## config.mk

```make
export PLATFORM = sky130hd
export DESIGN_NAME = alu_cmd_sequencer
export DESIGN_NICKNAME = d
export VERILOG_FILES = /design/src/rtl/alu_cmd_sequencer.sv
export SDC_FILE = /design/constraint.sdc
export NUM_CORES = 1
export LEC_CHECK = 0
export CORE_MARGIN = 2
export CORE_UTILIZATION = 50
export DETAILED_ROUTE_END_ITERATION = 6
export PLACE_DENSITY = 0.91
export SLEW_MARGIN = 20
export SYNTH_ARGS = -nofsm -noshare
export SYNTH_HDL_FRONTEND = slang
export SYNTH_SLANG_ARGS = --single-unit
export TNS_END_PERCENT = 10
```

## constraint.sdc

```tcl
create_clock -name CLK -period 3 [get_ports CLK]
set_input_delay 0.3 -clock CLK [delete_from_list [all_inputs] [get_ports CLK]]
set_output_delay 0.3 -clock CLK [all_outputs]
set_load 0.1 [all_outputs]
```

## src/rtl/alu_cmd_sequencer.sv

```systemverilog
// ---------------------------------------------------------------------------
// alu_cmd_sequencer
//   Command-level controller for the shared registered ALU. Parses byte
//   commands from the RX path, loads operands/function, pulses the ALU enable,
//   waits for the registered ALU result and returns it to the TX path as two
//   bytes, least-significant byte first.
//
//   Commands:  CC A B FUN  -> load new operands, then execute
//              DD FUN      -> execute on stored operands
//
// Ports
//   CLK            in   system clock
//   RST            in   asynchronous, active-low reset
//   rx_data        in   command/operand byte, qualified by rx_valid
//   rx_valid       in   one-cycle strobe, one byte per strobe
//   alu_a/alu_b    out  registered ALU operands
//   alu_fun        out  registered ALU function code
//   alu_en         out  one-cycle ALU enable pulse per operation
//   alu_res        in   registered ALU result (2*DATA_WIDTH)
//   alu_res_valid  in   registered ALU result strobe
//   tx_data        out  result byte to TX
//   tx_valid       out  tx_data valid, held until accepted (tx_busy low)
//   tx_busy        in   TX cannot accept this cycle
//   busy           out  high whenever the FSM is not in IDLE
//   err            out  one-cycle pulse on protocol error, timeout or overrun
// ---------------------------------------------------------------------------
module alu_cmd_sequencer #(
   parameter int DATA_WIDTH = 8,
   parameter int TIMEOUT    = 15
) (
   input  logic                      CLK,
   input  logic                      RST,
   input  logic [DATA_WIDTH-1:0]     rx_data,
   input  logic                      rx_valid,
   output logic [DATA_WIDTH-1:0]     alu_a,
   output logic [DATA_WIDTH-1:0]     alu_b,
   output logic [3:0]                alu_fun,
   output logic                      alu_en,
   input  logic [2*DATA_WIDTH-1:0]   alu_res,
   input  logic                      alu_res_valid,
   output logic [DATA_WIDTH-1:0]     tx_data,
   output logic                      tx_valid,
   input  logic                      tx_busy,
   output logic                      busy,
   output logic                      err
);

   localparam int TW = $clog2(TIMEOUT + 1);

   localparam logic [DATA_WIDTH-1:0] CMD_LOAD = DATA_WIDTH'(8'hCC);
   localparam logic [DATA_WIDTH-1:0] CMD_EXEC = DATA_WIDTH'(8'hDD);

   typedef enum logic [2:0] {
      IDLE,
      GET_A,
      GET_B,
      GET_FUN,
      EXEC,
      WAIT_RES,
      SEND_LO,
      SEND_HI
   } state_t;

   state_t                  state;
   logic [TW-1:0]           timer;
   logic [TW-1:0]           timer_inc;
   logic [DATA_WIDTH-1:0]   res_hi;
   logic                    fun_ok;
   logic                    in_flight;

   assign timer_inc = timer + TW'(1);

   // Function codes 0x0..0xE are legal; 0xF and any upper-nibble bit are not.
   assign fun_ok = (rx_data[3:0] != 4'hF) && (rx_data[DATA_WIDTH-1:4] == '0);

   // States in which an incoming byte cannot be consumed (overrun).
   assign in_flight = (state == EXEC) || (state == WAIT_RES) ||
                      (state == SEND_LO) || (state == SEND_HI);

   always_ff @(posedge CLK or negedge RST) begin
      if (!RST) begin
         state    <= IDLE;
         alu_a    <= '0;
         alu_b    <= '0;
         alu_fun  <= '0;
         alu_en   <= 1'b0;
         tx_data  <= '0;
         tx_valid <= 1'b0;
         busy     <= 1'b0;
         err      <= 1'b0;
         timer    <= '0;
         res_hi   <= '0;
      end else begin
         alu_en <= 1'b0;
         err    <= 1'b0;

         case (state)
            IDLE: begin
               if (rx_valid) begin
                  if (rx_data == CMD_LOAD) begin
                     state <= GET_A;
                     busy  <= 1'b1;
                  end else if (rx_data == CMD_EXEC) begin
                     state <= GET_FUN;
                     busy  <= 1'b1;
                  end else begin
                     err <= 1'b1;
                  end
               end
            end

            GET_A: begin
               if (rx_valid) begin
                  alu_a <= rx_data;
                  state <= GET_B;
               end
            end

            GET_B: begin
               if (rx_valid) begin
                  alu_b <= rx_data;
                  state <= GET_FUN;
               end
            end

            GET_FUN: begin
               if (rx_valid) begin
                  if (fun_ok) begin
                     alu_fun <= rx_data[3:0];
                     alu_en  <= 1'b1;
                     state   <= EXEC;
                  end else begin
                     err   <= 1'b1;
                     state <= IDLE;
                     busy  <= 1'b0;
                  end
               end
            end

            EXEC: begin
               timer <= '0;
               state <= WAIT_RES;
            end

            WAIT_RES: begin
               if (alu_res_valid) begin
                  // Low byte goes straight out; only the high byte is kept.
                  tx_data  <= alu_res[DATA_WIDTH-1:0];
                  res_hi   <= alu_res[2*DATA_WIDTH-1:DATA_WIDTH];
                  tx_valid <= 1'b1;
                  state    <= SEND_LO;
               end else if (timer_inc == TW'(TIMEOUT)) begin
                  err   <= 1'b1;
                  state <= IDLE;
                  busy  <= 1'b0;
               end else begin
                  timer <= timer_inc;
               end
            end

            SEND_LO: begin
               if (!tx_busy) begin
                  tx_data <= res_hi;
                  state   <= SEND_HI;
               end
            end

            SEND_HI: begin
               if (!tx_busy) begin
                  tx_valid <= 1'b0;
                  state    <= IDLE;
                  busy     <= 1'b0;
               end
            end

            default: begin
               state    <= IDLE;
               busy     <= 1'b0;
               tx_valid <= 1'b0;
            end
         endcase

         // Bytes arriving while an operation is in flight are dropped.
         if (rx_valid && in_flight) begin
            err <= 1'b1;
         end
      end
   end

endmodule

```

==> out/results.tsv <==
stage	metric	value	unit
floorplanning	count of standard-cell rows	24	
drt	count of vias placed by the detailed router	1657	
global_route	first-pass GRT wire length	7850	um
clock_tree	number of post-CTS setup repair buffers	0	
floorplanning	I/O pin cnt	61	
critical_path	required time worst endpoint	3.18	ns
critical_path	Worst Path Class, Setup	register to register	
clock_tree	Gates resized, CTS repair	0	
final_layout	Layout area overhead	29.5	%
yosys	post-synthesis instance area	2300	um^2
global_route	Overflow after GRT	0	
clock_tree	TritonCTS clock tree	yes	
global_route	number of global-route vias before repair	1619	
clock_tree	root buffer cell	clkbuf_8	
run	number of max-cap violations	0	
yosys	part of the Yosys area used for sequential elements	51.1	%
critical_path	Setup crit end kind	register	
yosys	flip-flop and latch count after synthesis	47	
critical_path	startpoint class of the critical path	register	
global_route	global router's overall resource usage	19.8	%
critical_path	signal arrival time at the worst endpoint	2.33	ns
place	routability congestion estimate from global placement	0.793	
drt	number of iterations in the first detailed-routing pass	4	
sta	count of final hold-check violations	2	
yosys	top cell type's share of synthesized area	51.1	%
drt	Detailed Route Iter0 Violations	71	
sta	Post-Route Setup TNS	0	ns
sta	fmax	465	MHz
yosys	number of enable-type register cells in the synthesized netlist	0	
yosys	biggest area contributors in the synthesized netlist	dfrtp_1 (51%), mux2_2 (7.8%), mux2_1 (5.9%)	
yosys	flip-flop cell with the highest count after synthesis	dfrtp_1	
critical_path	worst r2r path cells	6	
yosys	cell with the most instances after synthesis	dfrtp_1	
yosys	average cell area after synthesis	12.4	um^2
sta	Max-slew headroom	34.4	%
drt	wirelength, routed	4760	um
global_route	initial antenna violation count	0	
critical_path	crit-path max FO	17	
floorplanning	die footprint	5160	um^2
place	IO Port Bufs	60	
drt	number of nets still failing antenna checks after routing	0	
critical_path	slack of the worst reg-to-reg path	0.85	ns
run_status	violations in the final reports	hold timing	
clock_tree	clock-pin slew on the worst setup and hold paths	0.08	ns
sta	Final setup violation count	0	
min_path	type of the tightest min-delay check	primary input to async pin	
yosys	biggest area consumer among synthesized cells	dfrtp_1	
yosys	post-synthesis instance total	186	
clock_tree	clk sink count	47	
sta	Min Clock Period, post-route	2.15	ns
floorplanning	Die H	71.8	um
floorplanning	Initial Util	52.5	%
clock_tree	hold buffer count at cts	0	
drt	routed len/inst	16.0	um
clock_tree	number of buffers on the longest clock path	2	
sta	RSZ-0062 raised after global routing	no	
yosys	post-synthesis async set-or-reset flop share	100	%
final_layout	number of antenna cells inserted	0	
final_layout	proportion of layout cells with a drive suffix above 1	23.6	%
floorplanning	Std-Cell Core Area	4380	um^2
sta	worst-case clock skew	0.00313	ns
drt	Via density	5.56	
place	HPWL Detailed	3560	um
critical_path	endpoint of the most critical register-to-register path	busy	
yosys	synthesized netlist net count	217	
critical_path	critical register-to-register path startpoint	state[1]	
yosys	count of synthesis-stage warnings from yosys	0	
run_status	outcome	finished, violations left	
sta	worst hold slack after final layout	-0.00143	ns
global_route	pin count of the biggest net entering global routing	48	
yosys	Unique masters post-synth	49	
critical_path	launch point of the critical path	state[1]	
sta	transition time at the pin with the least slew margin	0.981	ns
clock_tree	insertion delay to the later sink of the worst-skew pair	0.30	ns
sta	post-route fraction of the period consumed by the critical path	71.7	%
clock_tree	Num CTS Buffers	5	
yosys	most instantiated cells after synthesis	dfrtp_1 (47), mux2_2 (16), nand2_1 (13)	
sta	final number of max-transition violations	0	
floorplanning	Horiz. Die Dim	71.8	um
final_layout	layout net count	277	
drt	total DRC errors in the routed layout	0	
clock_tree	maximum level of the CTS H-tree	2	
==> worst max-delay path, stage by stage, from the launching register on <==
cell and delay [ns]:
dfrtp_1 0.67, and3b_1 0.30, nand2_1 0.09, buf_4 0.19, o21ai_2 0.10, a2111oi_4 0.34, mux2_1 0.35
==> worst max-delay path by stage <==
stage	endpoint	slack, ns
floorplan	timer[0]	1.15
global placement	alu_fun[0]	0.82
detailed placement	alu_fun[3]	0.84
CTS	busy	0.87
global route	busy	0.73
finish	busy	0.85
==> through the flow <==
stage	worst slack, ns	hold WS, ns	instance area [um^2]	utilization, %	cells
2_1_floorplan	1.15	0.00441	2300	-	186
3_5_place_dp	0.842	0.473	2870	65.6	291
5_1_grt	0.735	0.0227	2980	68.0	298
4_1_cts	0.866	0.209	2980	67.9	298
3_3_place_gp	0.825	0.466	2870	65.6	291
6_report	0.848	-0.00143	2980	68.0	298
==> layer usage <==
| layer | share of wire (%) | up-vias | GRT usage, % | wire, um |
|---|---|---|---|---|
| met5 | 0 | - | 0 | 0 |
| li1 | - | 797 | - | - |
| met4 | 1.8 | 0 | 8.39 | 85 |
| met2 | 52 | 45 | 31.7 | 2470 |
| met1 | 42 | 806 | 25.9 | 2010 |
| met3 | 4.0 | 9 | 4.78 | 192 |
==> final cells by class <==
cell class,count,area (um^2)
clock inverters,1,30.0
inverters,5,18.8
repair buffers,63,576
multi-input cells,124,1040
flip-flops and latches,47,1180
well taps,52,65.1
clock buffers,6,72.6
fillers,330,1410
==> sequential cells by signal, summed over array words and instances (netlist names) <==
name,count
alu_fun,4
timer,4
busy,1
alu_en,1
alu_b,8
alu_a,8
state,3
tx_data,8
err,1
res_hi,8
tx_valid,1
==> placed cells by master (no fill, tap or decap), types with 2 or more instances in the layout <==
cell / n
clkdlybuf4s50_1: 41
mux2_2: 16
mux2_1: 12
a32o_1: 2
a21oi_1: 3
nand4_1: 2
a22o_1: 3
a31oi_1: 2
nor3b_4: 2
ha_1: 2
inv_1: 5
nand3_1: 2
clkbuf_8: 5
buf_4: 22
nand2b_1: 3
dfrtp_1: 47
o21ai_2: 3
o41ai_1: 2
nand2_1: 13
nor2_1: 7
o21ai_0: 5
nand3b_1: 2
mux2_4: 4
mux2i_1: 8
o21ai_1: 7
nor4_1: 2
or2_1: 2
==> kinds of logic after synthesis <==
logic type	after synthesis	synth area share, %
adders and majority gates	2	1.09
and+or+nand+nor	42	10.9
muxes	40	19.8
AOI/OAI and AO/OA	39	13.1
buffers and inverters	15	3.64
DFF	47	51.1
xor gates and xnor gates	1	0.381
Power is not shown: default switching activity piles up to over one toggle a cycle in this logic, so the estimate is an artifact.
